--- config.mk ---
export PLATFORM = sky130hd
export DESIGN_NAME = forward_dispatch
export DESIGN_NICKNAME = d
export VERILOG_FILES = /design/src/rtl/forward_dispatch_pkg.sv /design/src/rtl/fd_desc_fifo.sv /design/src/rtl/forward_dispatch.sv
export SDC_FILE = /design/constraint.sdc
export NUM_CORES = 1
export LEC_CHECK = 0
export ABC_AREA = 0
export BUFFER_PORTS_ARGS = -buffer_cell sky130_fd_sc_hd__buf_2
export CAP_MARGIN = 25
export CORE_ASPECT_RATIO = 2
export CORE_MARGIN = 5
export CORE_UTILIZATION = 59
export CTS_BUF_LIST = sky130_fd_sc_hd__clkbuf_8
export CTS_CLUSTER_DIAMETER = 100
export DETAILED_ROUTE_END_ITERATION = 7
export PLACE_DENSITY = 0.82
export SETUP_SLACK_MARGIN = 0.02
export SYNTH_ARGS = -nofsm -noshare
export SYNTH_HDL_FRONTEND = slang
export SYNTH_SLANG_ARGS = --single-unit
--- constraint.sdc ---
create_clock -name i_clk -period 5.65 [get_ports i_clk]
set_input_delay 1.13 -clock i_clk [delete_from_list [all_inputs] [get_ports i_clk]]
set_output_delay 1.13 -clock i_clk [all_outputs]
set_load 0.01 [all_outputs]
--- src/rtl/forward_dispatch_pkg.sv ---
// Shared types and constants for the forwarding/dispatch stage:
// port geometry, descriptor field widths and the FIFO entry layout.
package forward_dispatch_pkg;

  localparam int NUM_PORTS = 9;
  localparam int HOST_PORT = 8;
  localparam int BUFID_W   = 9;
  localparam int TYPE_W    = 3;
  localparam int ADDR_W    = 5;
  localparam int INPORT_W  = 4;
  localparam int CNT_W     = 4;
  localparam int DROP_W    = 16;

  typedef struct packed {
    logic [NUM_PORTS-1:0] bitmap;
    logic [BUFID_W-1:0]   bufid;
    logic [TYPE_W-1:0]    ptype;
    logic [ADDR_W-1:0]    addr;
    logic [INPORT_W-1:0]  inport;
  } fd_entry_t;

  typedef enum logic {
    ST_IDLE,
    ST_ISSUE
  } fd_state_e;

  function automatic logic [CNT_W-1:0] popcount(input logic [NUM_PORTS-1:0] v);
    logic [CNT_W-1:0] c;
    c = '0;
    for (int i = 0; i < NUM_PORTS; i++) c = c + CNT_W'(v[i]);
    return c;
  endfunction

endpackage

--- src/rtl/fd_desc_fifo.sv ---
// Show-ahead descriptor FIFO: the head entry is visible on rdata_o while
// the FIFO is non-empty, so the dispatcher can load it in the pop cycle.
module fd_desc_fifo
  import forward_dispatch_pkg::*;
#(
  parameter int DEPTH = 4
) (
  input  logic      clk_i,
  input  logic      rst_ni,
  input  logic      push_i,
  input  logic      pop_i,
  input  fd_entry_t wdata_i,
  output fd_entry_t rdata_o,
  output logic      full_o,
  output logic      empty_o
);

  localparam int AW = $clog2(DEPTH);

  fd_entry_t       mem [DEPTH];
  logic [AW-1:0]   wptr_q, rptr_q;
  logic [AW:0]     count_q;

  // Storage is not reset; only the pointers define which entries are live.
  always_ff @(posedge clk_i) begin
    if (push_i) mem[wptr_q] <= wdata_i;
  end

  always_ff @(posedge clk_i or negedge rst_ni) begin
    if (!rst_ni) begin
      wptr_q  <= '0;
      rptr_q  <= '0;
      count_q <= '0;
    end else begin
      if (push_i) wptr_q <= wptr_q + AW'(1);
      if (pop_i)  rptr_q <= rptr_q + AW'(1);
      case ({push_i, pop_i})
        2'b10:   count_q <= count_q + (AW+1)'(1);
        2'b01:   count_q <= count_q - (AW+1)'(1);
        default: count_q <= count_q;
      endcase
    end
  end

  assign rdata_o = mem[rptr_q];
  assign full_o  = (count_q == (AW+1)'(DEPTH));
  assign empty_o = (count_q == '0);

endmodule

--- src/rtl/forward_dispatch.sv ---
// Resolves and prunes the outport bitmap of each incoming descriptor, buffers
// it, then fans it out to every destination egress queue under per-port ready.
module forward_dispatch
  import forward_dispatch_pkg::*;
#(
  parameter int FIFO_DEPTH = 4
) (
  input  logic                 i_clk,
  input  logic                 i_rst_n,
  input  logic [NUM_PORTS-1:0] iv_outport,
  input  logic                 i_outport_wr,
  input  logic [NUM_PORTS-1:0] iv_ram_rdata,
  input  logic [BUFID_W-1:0]   iv_pkt_bufid,
  input  logic [TYPE_W-1:0]    iv_pkt_type,
  input  logic [ADDR_W-1:0]    iv_submit_addr,
  input  logic [INPORT_W-1:0]  iv_inport,
  input  logic                 i_pkt_bufid_wr,
  input  logic [NUM_PORTS-1:0] iv_port_ready,
  output logic [NUM_PORTS-1:0] ov_port_wr,
  output logic [BUFID_W-1:0]   ov_pkt_bufid,
  output logic [TYPE_W-1:0]    ov_pkt_type,
  output logic [ADDR_W-1:0]    ov_submit_addr,
  output logic [INPORT_W-1:0]  ov_inport,
  output logic [CNT_W-1:0]     ov_bufid_cnt,
  output logic                 o_bufid_cnt_wr,
  output logic [BUFID_W-1:0]   ov_free_bufid,
  output logic                 o_free_bufid_wr,
  output logic [DROP_W-1:0]    ov_drop_cnt
);

  logic [NUM_PORTS-1:0] raw_bitmap, prune_mask, in_bitmap;
  logic                 in_drop, in_free;
  logic                 fifo_push, fifo_pop, fifo_full, fifo_empty;
  fd_entry_t            fifo_wdata, fifo_rdata;

  fd_state_e            state_q, state_d;
  logic [NUM_PORTS-1:0] pending_q, pending_d, pending_left;

  logic [BUFID_W-1:0]   bufid_q, free_bufid_q;
  logic [TYPE_W-1:0]    type_q;
  logic [ADDR_W-1:0]    addr_q;
  logic [INPORT_W-1:0]  inport_q;
  logic [CNT_W-1:0]     cnt_q;
  logic                 cnt_wr_q, free_wr_q;
  logic [DROP_W-1:0]    drop_cnt_q;

  // Input stage: pick the bitmap source and never send a packet back out its ingress port.
  always_comb begin
    raw_bitmap = i_outport_wr ? iv_outport : iv_ram_rdata;
    prune_mask = (iv_inport <= INPORT_W'(HOST_PORT)) ? (NUM_PORTS'(1) << iv_inport) : '0;
    in_bitmap  = raw_bitmap & ~prune_mask;
    in_drop    = i_pkt_bufid_wr && (in_bitmap != '0) && fifo_full && !fifo_pop;
    fifo_push  = i_pkt_bufid_wr && (in_bitmap != '0) && !in_drop;
    in_free    = i_pkt_bufid_wr && ((in_bitmap == '0) || in_drop);
  end

  assign fifo_wdata = '{bitmap: in_bitmap, bufid: iv_pkt_bufid, ptype: iv_pkt_type,
                        addr: iv_submit_addr, inport: iv_inport};

  fd_desc_fifo #(.DEPTH(FIFO_DEPTH)) u_fifo (
    .clk_i   (i_clk),
    .rst_ni  (i_rst_n),
    .push_i  (fifo_push),
    .pop_i   (fifo_pop),
    .wdata_i (fifo_wdata),
    .rdata_o (fifo_rdata),
    .full_o  (fifo_full),
    .empty_o (fifo_empty)
  );

  always_comb begin
    state_d      = state_q;
    pending_d    = pending_q;
    fifo_pop     = 1'b0;
    ov_port_wr   = '0;
    pending_left = pending_q & ~iv_port_ready;
    case (state_q)
      ST_IDLE: begin
        if (!fifo_empty) begin
          fifo_pop = 1'b1;
          state_d  = ST_ISSUE;
        end
      end
      ST_ISSUE: begin
        ov_port_wr = pending_q & iv_port_ready;
        pending_d  = pending_left;
        if (pending_left == '0) begin
          if (!fifo_empty) fifo_pop = 1'b1;
          else             state_d  = ST_IDLE;
        end
      end
      default: state_d = ST_IDLE;
    endcase
    if (fifo_pop) pending_d = fifo_rdata.bitmap;
  end

  always_ff @(posedge i_clk or negedge i_rst_n) begin
    if (!i_rst_n) begin
      state_q      <= ST_IDLE;
      pending_q    <= '0;
      bufid_q      <= '0;
      type_q       <= '0;
      addr_q       <= '0;
      inport_q     <= '0;
      cnt_q        <= '0;
      cnt_wr_q     <= 1'b0;
      free_wr_q    <= 1'b0;
      free_bufid_q <= '0;
      drop_cnt_q   <= '0;
    end else begin
      state_q   <= state_d;
      pending_q <= pending_d;
      cnt_wr_q  <= fifo_pop;
      free_wr_q <= in_free;
      if (fifo_pop) begin
        bufid_q  <= fifo_rdata.bufid;
        type_q   <= fifo_rdata.ptype;
        addr_q   <= fifo_rdata.addr;
        inport_q <= fifo_rdata.inport;
        cnt_q    <= popcount(fifo_rdata.bitmap);
      end
      if (in_free) free_bufid_q <= iv_pkt_bufid;
      if (in_drop && (drop_cnt_q != '1)) drop_cnt_q <= drop_cnt_q + DROP_W'(1);
    end
  end

  assign ov_pkt_bufid    = bufid_q;
  assign ov_pkt_type     = type_q;
  assign ov_submit_addr  = addr_q;
  assign ov_inport       = inport_q;
  assign ov_bufid_cnt    = cnt_q;
  assign o_bufid_cnt_wr  = cnt_wr_q;
  assign ov_free_bufid   = free_bufid_q;
  assign o_free_bufid_wr = free_wr_q;
  assign ov_drop_cnt     = drop_cnt_q;

endmodule
==> qor.tcl <==
set qor(residual_drc_count) 0
set qor(groute.usage.overall_pct) 21.4
set qor(via_per_inst) 5.80
set qor(first_pass_grt_wire_length_mm) 25.9
set qor(cts_root_buffer) {sky130_fd_sc_hd__clkbuf_8}
set qor(pre_cts_ws_ns) 1.56
set qor(synth_flop_cell) {sky130_fd_sc_hd__edfxtp_1}
set qor(postRouteAntennaNets) 0
set qor(effective_utilization_at_floorplan_pct) 60.0
set qor(die_area_um2) 15800
set qor(yosysUniqueCellTypes) 46
set qor(post_synth_instance_area_um2) 7840
set qor(wire_per_inst_um) 20.0
set qor(fp.dieH_um) 173
set qor(io_pins) 113
set qor(worstSetupPathType) {register to register}
set qor(post_route_cells_drive_above_1_share_pct) 29.4
set qor(kind_of_end_point_of_the_critical_path) {register}
set qor(fin_worst_hold_slack_ns) 0.482
set qor(maxSlewViolCount) 0
set qor(final.setup.worst_slack_ns) 1.74
set qor(hold_buffers) 0
set qor(placed_area_um2) 8560
set qor(synth.net_count) 583
set qor(rr_worst_depth) 11
set qor(synth_async_sr_flop_share_pct) 36.5
set qor(route.vias.total) 4648
set qor(post_cts_resize_count) 0
set qor(hold_class) {register to register}
set qor(timing.critical_path.fanout_max) 4
set qor(grt_max_degree) 70
set qor(final-setup-viol-count) 0
set qor(source_of_the_worst_hold_timing_path) {ov_submit_addr[0]$_DFFE_PN0P_}
set qor(finalWorstPathRequiredPeriod_ns) 3.91
set qor(tritoncts) {built}
set qor(ctsHtreeMaxLevel) 4
set qor(avgSynthCellArea_um2) 15.1
set qor(grt-ovfl-total) 0
set qor(clock-sinks) 189
set qor(tritoncts.num_buffers) 17
set qor(report.final.hold_viol_count) 0
set qor(count_of_antenna_diodes_in_the_layout) 0
set qor(area_delta_synth_final_pct) 14.7
set qor(total_leakage_power_uw) 0.00378
set qor(cpPeakStageDelay_ns) 0.55
set qor(power.density_nw_per_um2) 530
set qor(syn-instance-count) 518
set qor(cpMaxStageDelayCell) {sky130_fd_sc_hd__fa_1}
set qor(path_clk_slew_ns) 0.11
set qor(synth_sequential_area_ratio_pct) 68.0
set qor(synth_enable_flop_cells) 120
set qor(cts_setup_buffers) 0
set qor(layout.cells.most_common) {sky130_fd_sc_hd__edfxtp_1}
set qor(nets) 702
set qor(synth_seq_cells) 189
set qor(cap_viol_max_count) 0
set qor(highest_clock_frequency_the_design_can_meet_ghz) 0.256
set qor(filler_cells) 887
set qor(critical_path.reg2reg.startpoint) {u_fifo.rptr_q[0]$_DFFE_PN0P_}
set qor(totalNegativeSetupSlack_ns) 0
set qor(ctsLongestPathBuffers) 2
set qor(routed_wirelength_mm) 16.1
set qor(dr.pass1.iters) 5
set qor(rrSetupSlack_ns) 1.74
set qor(clk-insertion-delay-late_ns) 0.46
set qor(min_period_over_period_pct) 69.2
set qor(place.detailed.hpwl_mm) 11.2
set qor(die_x_um) 91.5
set qor(critical_path.most_common_cell) {sky130_fd_sc_hd__fa_1}
set qor(ir_worst_vdd_mv) 0.316
set qor(grt_antenna_before_repair) 1
set qor(fin_skew_ns) 0.0223
set qor(first_global_vias) 5007
set qor(coreArea_um2) 13100
set qor(floorplan.rows) 59
set qor(hold_path_depth) 2
set qor(drt_first_iter_violations) 273
set qor(timing_worst_slew_pin_value_ns) 0.906
set qor(timing.critical_path.from) {u_fifo.rptr_q[0]$_DFFE_PN0P_}
set qor(maxSlewHeadroom_pct) 39.6
set qor(crit_arrival_ns) 4.29
set qor(rsz0062_at_grt) {no}
set qor(place.port_buffers) 112
set qor(type_of_element_launching_the_critical_path) {register}
set qor(cp.required_ns) 6.03
set qor(routability_driven_placement_congestion_ratio) 0.849
set qor(synth-warning-count) 0
set qor(run_status) {finished clean}
set qor(crit_chain) {mux4_2 -> inv_1 -> fa_1 -> fa_1 -> inv_1 -> fa_1 -> inv_1 -> fa_1 -> fa_1 -> xor2_1 -> o21ai_0}
set qor(final_cell_mix) {sky130_fd_sc_hd__edfxtp_1, sky130_fd_sc_hd__buf_2, sky130_fd_sc_hd__nand2_1}
set qor(layout.cell_area.non_filler_um2) 8990
## final timing paths
check | to
min | ov_submit_addr[0]$_DFFE_PN0P_
max | ov_bufid_cnt[2]$_DFFE_PN0P_
min reg2reg | ov_submit_addr[0]$_DFFE_PN0P_
max in group asynchronous | u_fifo.rptr_q[0]$_DFFE_PN0P_
max reg2reg | ov_bufid_cnt[2]$_DFFE_PN0P_
min in group asynchronous | ov_bufid_cnt[1]$_DFFE_PN0P_
## cell usage after synthesis (2+ instances only)
cell / count / area, µm²
sky130_fd_sc_hd__nand2_1: 87 / 327
sky130_fd_sc_hd__and4_1: 2 / 17.5
sky130_fd_sc_hd__xnor2_1: 14 / 123
sky130_fd_sc_hd__and2_1: 4 / 25.0
sky130_fd_sc_hd__o21ai_0: 22 / 110
sky130_fd_sc_hd__nor4b_2: 2 / 30.0
sky130_fd_sc_hd__buf_2: 3 / 15.0
sky130_fd_sc_hd__clkbuf_1: 13 / 48.8
sky130_fd_sc_hd__nor3_1: 4 / 20.0
sky130_fd_sc_hd__nor2_1: 9 / 33.8
sky130_fd_sc_hd__buf_1: 2 / 7.51
sky130_fd_sc_hd__xor2_1: 6 / 52.6
sky130_fd_sc_hd__nand4_1: 3 / 18.8
sky130_fd_sc_hd__a22o_1: 2 / 17.5
sky130_fd_sc_hd__edfxtp_1: 120 / 3600
sky130_fd_sc_hd__inv_1: 25 / 93.8
sky130_fd_sc_hd__nand2b_1: 7 / 43.8
sky130_fd_sc_hd__a21oi_1: 6 / 30.0
sky130_fd_sc_hd__mux4_2: 30 / 676
sky130_fd_sc_hd__dfrtp_1: 69 / 1730
sky130_fd_sc_hd__and3_1: 15 / 93.8
sky130_fd_sc_hd__mux2i_1: 11 / 110
sky130_fd_sc_hd__o22ai_1: 3 / 18.8
sky130_fd_sc_hd__nand3_1: 12 / 60.1
sky130_fd_sc_hd__fa_1: 6 / 120
sky130_fd_sc_hd__ha_1: 7 / 87.6
sky130_fd_sc_hd__nor2b_1: 4 / 25.0
sky130_fd_sc_hd__a31oi_1: 2 / 12.5
sky130_fd_sc_hd__buf_6: 2 / 22.5
sky130_fd_sc_hd__mux2_1: 10 / 113
## worst max-delay path: cells and delay by family (launching register included)
kind	cells	cell delay [ns]
adders and majority gates	5	2.38
muxes	1	0.51
xor gates and xnor gates	1	0.15
DFF	1	0.44
buffers and inverters	3	0.21
AOI/OAI and AO/OA	1	0.15
## kinds of logic after synthesis
logic type | Yosys count | synth area share [%]
flip-flops | 189 | 68.0
AO/OA/AOI/OAI | 45 | 3.67
multiplexers | 51 | 11.5
adder cells (fa/ha/maj) | 13 | 2.65
XOR/XNOR | 20 | 2.23
AND/OR/NAND/NOR | 154 | 9.59
buffers and inverters | 46 | 2.44
## routing by layer
layer | vias up | track usage (%) | part of all wire, %
met2 | 159 | 39.3 | 58
met3 | 37 | 3.83 | 5.0
li1 | 2120 | - | -
met1 | 2330 | 24.1 | 35
met4 | 2 | 8.63 | 2.2
met5 | - | 0 | 0.068
## registers in the layout (all words and copies together) (netlist names)
register / count
o_free_bufid_wr: 1
pending_q: 9
ov_drop_cnt: 16
u_fifo.wptr_q: 2
u_fifo.count_q: 3
u_fifo.rptr_q: 2
state_q: 1
u_fifo.mem: 120
ov_pkt_type: 3
o_bufid_cnt_wr: 1
ov_submit_addr: 5
ov_pkt_bufid: 9
ov_inport: 4
ov_bufid_cnt: 4
ov_free_bufid: 9
## where the power goes
group	internal (µW)	switching, µW
logic	759	1070
registers	1870	156
clock network	382	527
total	3010	1750
## area by class of cell
class	instances	area, µm²	share of cell area, %
clock buffers	17	234	2.60
clock inverters	15	195	2.17
inverters	26	97.6	1.09
multi-input cells	283	2320	25.8
flip-flops and latches	189	5330	59.3
well taps	152	190	2.11
repair buffers	120	623	6.93
## through the flow
step | total power, µW | util [%] | cells
floorplan | 3320 | - | 518
global placement | 3830 | 65.5 | 770
detailed placement | 3930 | 65.5 | 770
CTS | 4830 | 68.8 | 802
global route | 5120 | 68.8 | 802
finish | 4760 | 68.8 | 802
Power figures use the tool's default switching activity.
